### src/rtl/dac_spi_driver_if.sv
// Sample-in / SPI-out bundle of the DAC serialiser.
// The master modport is the driver; the slave modport is the sample source and DAC side.
interface dac_spi_driver_if;
  logic       enable;
  logic [7:0] signal;
  logic       sclk;
  logic       sync_n;
  logic       din;
  logic       busy;
  logic       sample_strobe;
  logic       overrun;

  modport master (
    input  enable, signal,
    output sclk, sync_n, din, busy, sample_strobe, overrun
  );

  modport slave (
    output enable, signal,
    input  sclk, sync_n, din, busy, sample_strobe, overrun
  );
endinterface

### src/rtl/dac_spi_driver.sv
// Decimates an 8-bit sample stream and serialises each accepted sample as a
// 16-bit SPI frame {pad, mode, data, don't-care}, flagging samples dropped while busy.
module dac_spi_driver #(
  parameter int unsigned CLK_DIV    = 4,
  parameter int unsigned SAMPLE_DIV = 200
) (
  input logic              clk,
  input logic              rst,
  dac_spi_driver_if.master bus
);
  localparam int unsigned   TW         = (SAMPLE_DIV > 1) ? $clog2(SAMPLE_DIV) : 1;
  localparam logic [TW-1:0] TICK_LAST  = TW'(SAMPLE_DIV - 1);
  localparam logic [7:0]    PHASE_LAST = 8'(CLK_DIV - 1);

  typedef enum logic [1:0] {IDLE = 2'd0, SHIFT = 2'd1, GAP = 2'd2} state_e;

  state_e        state_q, state_d;
  logic [TW-1:0] tick_cnt_q, tick_cnt_d;
  logic [7:0]    phase_q, phase_d;
  logic [4:0]    bit_cnt_q, bit_cnt_d;
  logic [14:0]   shift_q, shift_d;
  logic          sclk_q, sclk_d;
  logic          sync_n_q, sync_n_d;
  logic          din_q, din_d;
  logic          busy_q, busy_d;
  logic          strobe_q, strobe_d;
  logic          overrun_q, overrun_d;
  logic          tick_s;
  logic          phase_wrap_s;
  logic [15:0]   frame_s;

  assign tick_s       = (tick_cnt_q == TICK_LAST);
  assign phase_wrap_s = (phase_q == PHASE_LAST);
  assign frame_s      = {2'b00, 2'b00, bus.signal, 4'b0000};

  always_comb begin
    state_d    = state_q;
    phase_d    = phase_q;
    bit_cnt_d  = bit_cnt_q;
    shift_d    = shift_q;
    sclk_d     = sclk_q;
    sync_n_d   = sync_n_q;
    din_d      = din_q;
    strobe_d   = 1'b0;
    tick_cnt_d = tick_s ? {TW{1'b0}} : tick_cnt_q + TW'(1);
    // A tick that finds the engine busy is dropped, never queued.
    overrun_d  = overrun_q | (tick_s & bus.enable & busy_q);
    case (state_q)
      IDLE: begin
        if (tick_s && bus.enable) begin
          shift_d   = frame_s[14:0];
          din_d     = frame_s[15];
          sync_n_d  = 1'b0;
          strobe_d  = 1'b1;
          bit_cnt_d = 5'd0;
          phase_d   = 8'd0;
          state_d   = SHIFT;
        end else begin
          state_d = IDLE;
        end
      end
      SHIFT: begin
        if (!phase_wrap_s) begin
          phase_d = phase_q + 8'd1;
        end else begin
          phase_d = 8'd0;
          sclk_d  = ~sclk_q;
          // The DAC samples on the falling edge; din only moves on the rising edge.
          if (sclk_q) begin
            bit_cnt_d = bit_cnt_q + 5'd1;
          end else if (bit_cnt_q == 5'd16) begin
            sync_n_d = 1'b1;
            din_d    = 1'b0;
            state_d  = GAP;
          end else begin
            din_d   = shift_q[14];
            shift_d = {shift_q[13:0], 1'b0};
          end
        end
      end
      GAP: begin
        if (phase_wrap_s) begin
          phase_d = 8'd0;
          state_d = IDLE;
        end else begin
          phase_d = phase_q + 8'd1;
        end
      end
      default: begin
        state_d  = IDLE;
        sclk_d   = 1'b1;
        sync_n_d = 1'b1;
        din_d    = 1'b0;
      end
    endcase
    busy_d = (state_d != IDLE);
  end

  always_ff @(posedge clk) begin
    if (rst) begin
      state_q    <= IDLE;
      tick_cnt_q <= {TW{1'b0}};
      phase_q    <= 8'd0;
      bit_cnt_q  <= 5'd0;
      shift_q    <= 15'd0;
      sclk_q     <= 1'b1;
      sync_n_q   <= 1'b1;
      din_q      <= 1'b0;
      busy_q     <= 1'b0;
      strobe_q   <= 1'b0;
      overrun_q  <= 1'b0;
    end else begin
      state_q    <= state_d;
      tick_cnt_q <= tick_cnt_d;
      phase_q    <= phase_d;
      bit_cnt_q  <= bit_cnt_d;
      shift_q    <= shift_d;
      sclk_q     <= sclk_d;
      sync_n_q   <= sync_n_d;
      din_q      <= din_d;
      busy_q     <= busy_d;
      strobe_q   <= strobe_d;
      overrun_q  <= overrun_d;
    end
  end

  assign bus.sclk          = sclk_q;
  assign bus.sync_n        = sync_n_q;
  assign bus.din           = din_q;
  assign bus.busy          = busy_q;
  assign bus.sample_strobe = strobe_q;
  assign bus.overrun       = overrun_q;
endmodule

### src/flat_wrapper.sv
// flat-port wrapper written by rule: the top's interface ports become plain ports
module dac_spi_driver_flat 
#(
  parameter int unsigned CLK_DIV    = 4,
  parameter int unsigned SAMPLE_DIV = 200
)
  (clk, rst, bus_enable, bus_signal, bus_sclk, bus_sync_n, bus_din, bus_busy, bus_sample_strobe, bus_overrun);
  dac_spi_driver_if bus_i ();
  input logic clk;
  input logic rst;
  input wire logic [$bits(bus_i.enable)-1:0] bus_enable;
  input wire logic [$bits(bus_i.signal)-1:0] bus_signal;
  output wire logic [$bits(bus_i.sclk)-1:0] bus_sclk;
  output wire logic [$bits(bus_i.sync_n)-1:0] bus_sync_n;
  output wire logic [$bits(bus_i.din)-1:0] bus_din;
  output wire logic [$bits(bus_i.busy)-1:0] bus_busy;
  output wire logic [$bits(bus_i.sample_strobe)-1:0] bus_sample_strobe;
  output wire logic [$bits(bus_i.overrun)-1:0] bus_overrun;
  assign bus_i.enable = bus_enable;
  assign bus_i.signal = bus_signal;
  assign bus_sclk = bus_i.sclk;
  assign bus_sync_n = bus_i.sync_n;
  assign bus_din = bus_i.din;
  assign bus_busy = bus_i.busy;
  assign bus_sample_strobe = bus_i.sample_strobe;
  assign bus_overrun = bus_i.overrun;
  dac_spi_driver #(.CLK_DIV(CLK_DIV), .SAMPLE_DIV(SAMPLE_DIV)) u_core (.clk(clk), .rst(rst), .bus(bus_i));
endmodule
### config.mk
export PLATFORM = sky130hd
export DESIGN_NAME = dac_spi_driver_flat
export DESIGN_NICKNAME = d
export VERILOG_FILES = /design/src/rtl/dac_spi_driver_if.sv /design/src/rtl/dac_spi_driver.sv /design/src/flat_wrapper.sv
export SDC_FILE = /design/constraint.sdc
export NUM_CORES = 1
export LEC_CHECK = 0
export CAP_MARGIN = 20
export CORE_MARGIN = 1.5
export CORE_UTILIZATION = 54
export CTS_BUF_LIST = sky130_fd_sc_hd__clkbuf_2
export DETAILED_ROUTE_END_ITERATION = 6
export PLACE_DENSITY = 0.83
export SLEW_MARGIN = 20
export SYNTH_ARGS = -nofsm -noshare
export SYNTH_HDL_FRONTEND = slang
export SYNTH_SLANG_ARGS = --single-unit
### constraint.sdc
create_clock -name clk -period 2 [get_ports clk]
set_input_delay 0.2 -clock clk [delete_from_list [all_inputs] [get_ports clk]]
set_output_delay 0.2 -clock clk [all_outputs]
set_load 0.05 [all_outputs]
**Yosys cells after proc, flatten, opt, wreduce, memory -nomap -nowiden**

Index checks and enable logic that the tools add are counted.

- Bitwise logic cells: 7
- $add $sub $neg: 3
- Mux-type cells: 30
- Reductions and logical operators: 15
- Equality and inequality tests: 11

Operators with widths:

| kind | number |
|---|---|
| $mux 15 | 4 |
| $pmux 15 s2 | 1 |
| $add 8x1->8 const B | 2 |
| $mux 8 | 2 |
| $pmux 8 s2 | 1 |
| $mux 5 | 3 |
| $mux 1 | 10 |
| $pmux 5 s2 | 1 |
| $reduce_and 5->1 | 2 |
| $eq 8x2->1 const B | 1 |
| $eq 8x8->1 const B | 1 |
| $mux 2 | 4 |
| $ne 2x1->1 const B | 4 |
| $reduce_and 4->1 | 2 |
| $reduce_or 2->1 | 4 |
| $pmux 1 s3 | 2 |
| $pmux 2 s3 | 1 |
| $reduce_bool 2->1 | 3 |
| $add 5x1->5 const B | 1 |
| $eq 5x5->1 const B | 1 |
| $ne 2x2->1 const B | 2 |
| $not 1->1 | 4 |
| $reduce_and 2->1 | 2 |
| $and 1x1->1 | 2 |
| other kinds (6) | 6 |

- Register bits after elaboration: 44
- Output and inout bits: 6
- Input port bits: 11

**Longest topological paths before layout**

- Depth in word-level cells: 6
- Gate-level depth with buffers: 8
- Mapped depth without buffers: 6

**Least setup slack after synthesis**

Ideal clock, no wire load.

- Path type: reg2reg
- From: reg u_core.state_q[0]
- To: reg u_core.shift_q[12]
- Arrival time: 1.998 ns
- Cell stages (with the launch flop): 9
- Buffers on the path: 2
- Library setup time: 0.071 ns
- Setup slack: -0.069 ns
- Path through: dfxtp_1 > inv_1 > ha_1 > clkbuf_1 > inv_1 > o31ai_1 > buf_2 > nand4_1 > a21oi_1

- Longest elaborated chain between the ends: 3
- Elaborated cells on any way between the ends: 9
- Those cells by class: 5 x eq/ne; 1 x mux; 3 x reduce/logical

RTL lines:

| item | RTL line | RTL |
|---|---|---|
| from (decl) | dac_spi_driver.sv:17 | `state_e state_q, state_d;` |
| from (signal assigned) | dac_spi_driver.sv:113 | `state_q <= state_d;` |
| $eq 2x1->1 / $logic_not 2->1 (equally long branches) | dac_spi_driver.sv:48 | `case (state_q)` |
| $ne 2x2->1 (no line) (tied with other cells) | n/a |  |
| $reduce_and 5->1 (no line) | n/a |  |
| to (signal assigned) | dac_spi_driver.sv:117 | `shift_q <= shift_d;` |
| to (decl) | dac_spi_driver.sv:21 | `logic [14:0] shift_q, shift_d;` |

Parallel ways exist; a longest one is shown, timed or not.
A chain may end at the register's enable or synchronous reset.

**Worst setup path after layout**

- From: reg u_core.phase_q[2]
- To: reg u_core.shift_q[6]

- Longest elaborated chain between the ends: 3

RTL lines:

| item | RTL line | RTL |
|---|---|---|
| from (decl) | dac_spi_driver.sv:19 | `logic [7:0] phase_q, phase_d;` |
| from (signal assigned) | dac_spi_driver.sv:115 | `phase_q <= phase_d;` |
| $eq 8x2->1 | dac_spi_driver.sv:33 | `assign phase_wrap_s = (phase_q == PHASE_LAST);` |
| $ne 2x1->1 (no line) | n/a |  |
| $reduce_and 5->1 (no line) | n/a |  |

Every way passes these cells.

==> qor.csv <==
metric,value,unit
clkTransAtPathRegs,210,ps
grt_pass1_wl,8.51,mm
ys_seq_area_share,37.9,%
cp_slowest_cell,or3_1,
die_h,65.6,um
fillCellCount,276,
viasPerCell,6.18,
cts_tree,built,
end_kind,flop,
synth_compound_area_share,23.6,%
io_buffers,16,
synth_top_area_share,37.9,%
finalSetupViolCount,1,
slowest_delay,470,ps
r2r-start,u_core.phase_q[2]$_SDFFE_PP0P_,
cts_root_buf,clkbuf_2,
htreeDepth,2,
min_path_type,input port to flop,
async_flop_share,0,%
yosys.cell_types.count,48,
grt_pass1_vias,1808,
placed_area,2550,um2
synth_top_cell_by_area,dfxtp_1,
synth_edf_count,0,
avgSynthCellArea,8.77,um2
fin_worst_skew,19.6,ps
synth_xor_area_share,2.49,%
ff2ff_setup_slack,-5,ps
core-area,3720,um2
finalPower,1.22,mW
critical_path_required,2330,ps
hold_violations,0,
fin_crit,2010,ps
crit_fanout,7,
wl,5.47,mm
dr.pass1.iters,5,
finalCritPeriodShare,100,%
fmax,499,MHz
start_util,56.9,%
critPathBufInv,2,
r2r_cells,6,
synth_adder_area_share,4.74,%
drtAntennaViolNets,0,
status,"finished, violations left",
yosys-top-cells-count,"dfxtp_1, a21oi_1, nor2_1",
syn_area,2110,um2
cp_top_family,compound AO/OA/AOI/OAI gates,
total_leakage_power,0.966,nW
design_area,2730,um2
seq_area,808,um2
cp_cell_sequence,or3_1 > o41ai_4 > buf_4 > buf_12 > a21oi_2 > a311oi_2,
min_to,u_core.shift_q[4]$_SDFFE_PP0P_,
diodes,0,
clock_path_buffers,2,
syn2layout_area_growth,29.2,%
fin_ws,-5.38,ps
layout-drive-gt1-share,23.3,%
antenna_found_initial,0,
avgRoutedWirePerCell,16.3,um
synth_flop_cell,dfxtp_1,
grt.total_usage,25.7,%
synth-simple-area-share,22.6,%
timing.rr.end,u_core.shift_q[6]$_SDFFE_PP0P_,
cts_sinks,40,
synth.area.mux_share,3.85,%
drv_slew,0,
via_count,2078,
instances_no_fill,336,
worstPathArrival,2330,ps
synth_nets,260,
die-area,4300,um2
cp-start-kind,flop,
drt_iter0_drc,179,
ys_ff_latch,40,
synth_warnings,0,
grt_max_degree,18,
overflow,0,
clk_latency,420,ps
multi_input_area,1270,um2
rows,22,
synth_area_leaders,"dfxtp_1, a21oi_1, ha_1",
maxCapViolations,0,
numCtsBuffers,5,
synth_top_family_by_area,compound AO/OA/AOI/OAI gates,
power.density,447,nW/um2
dp_cells,321,
max_slew.worst_pin.slew,489,ps
die_w,65.6,um
holdPathStages,3,
final_core_util,73.5,%
critPathKind,flop to flop,
max-vdd-ir-drop,0.000355,V
dpl_worst_slack,-253,ps
synthCells,241,
holdCritStartpoint,bus_signal[0],
ioPinCount,17,
remaining_drc_errors,0,
slew_headroom,67.3,%
violations,setup timing,
nets,306,
gp_congestion,0.966,
hpwl,3.55,mm
yosysMostFrequentCell,dfxtp_1,
## metal layers
metal  GRT usage (%)  wire [um]  vias up
met5               0          0        -
met1            34.0       2470      982
met3            5.31        313       12
met4            10.4        111        0
met2            40.9       2570       75
li1                -          -     1009
## metrics by stage
stage	hold slack (ps)	setup TNS, ps
finish	405	-5.38
global route	414	-88.8
CTS	403	0
detailed placement	475	-2100
global placement	462	-1540
floorplan	329	-23.4
## layout by cell type, fill, tap and decap left out, drive strengths merged, types with 2 or more instances in the layout
cell           Yosys  layout
nand4              8       8
o21ai             12      12
a311oi             8       8
a32oi              4       4
nand3             10      10
mux2i              7       7
clkinv             0       3
clkbuf             8       7
a21oi             25      25
clkdlybuf4s50      0      15
or3                2       2
nor3               7       7
dfxtp             40      40
a211oi             2       2
or2                2       2
o211ai             3       3
ha                 8       8
nor2              15      15
o31ai              4       4
or4                7       7
o31a               2       2
a31oi              5       5
inv                9       9
nand2             11      11
xor2               4       4
and3               4       4
xnor2              2       2
buf                7      36
nor2b              7       7
## worst max path at each step
| stage | depth (start not counted) | start | slack, ps | endpoint |
|---|---|---|---|---|
| after floorplan | 6 | u_core.phase_q[1]$_SDFFE_PP0P_ | -3 | u_core.shift_q[11]$_SDFFE_PP0P_ |
| after global placement | 5 | bus_enable | -190 | u_core.shift_q[7]$_SDFFE_PP0P_ |
| after detailed placement | 5 | bus_enable | -250 | u_core.shift_q[7]$_SDFFE_PP0P_ |
| after CTS | 6 | u_core.phase_q[1]$_SDFFE_PP0P_ | 6 | u_core.shift_q[14]$_SDFFE_PP0P_ |
| after global routing | 7 | u_core.phase_q[1]$_SDFFE_PP0P_ | -60 | u_core.shift_q[6]$_SDFFE_PP0P_ |
| final | 6 | u_core.phase_q[2]$_SDFFE_PP0P_ | -5 | u_core.shift_q[6]$_SDFFE_PP0P_ |
## repair_timing
| action | 4_1_cts | 5_1_grt |
|---|---|---|
| hold buffers | 0 | 0 |
| cloned | 0 | 2 |
| setup endpoints to repair | 11 | 19 |
| gates resized for setup | 3 | 14 |
| pin swaps | 1 | 3 |
| setup buffers | 1 | 4 |
## logic make-up after synthesis
kind of cell,after synthesis
AND/OR/NAND/NOR,82
XOR/XNOR,6
flip-flops,40
buffers and inverters,24
AO/OA/AOI/OAI,73
multiplexers,8
adder cells (fa/ha/maj),8
## sequential cells by signal, indices dropped and copies added, names as in the netlist
signal / cells
u_core.bus.sample_strobe: 1
u_core.bit_cnt_q: 5
u_core.shift_q: 11
u_core.bus.busy: 1
u_core.state_q: 2
u_core.bus.overrun: 1
u_core.bus.sclk: 1
u_core.bus.sync_n: 1
u_core.phase_q: 8
u_core.bus.din: 1
u_core.tick_cnt_q: 8
## area by class of cell
cell class	count	share of cell area [%]
Timing Repair Buffer	54	18.9
Inverter	9	1.24
Multi-Input combinational cell	177	46.6
Clock inverter	3	0.504
Clock buffer	5	0.916
Sequential cell	40	29.6
Tap cell	48	2.20
## power by group
group | switching (mW) | internal, mW
combinational | 0.0282 | 0.0320
sequential | 0.00264 | 0.804
clock | 0.277 | 0.0783
## tightest hold or removal path, stage by stage
cell and delay (ps):
clkdlybuf4s50_1 410, nand4_1 100, a31oi_1 80
No activity file was read; power rests on OpenSTA's default activity.
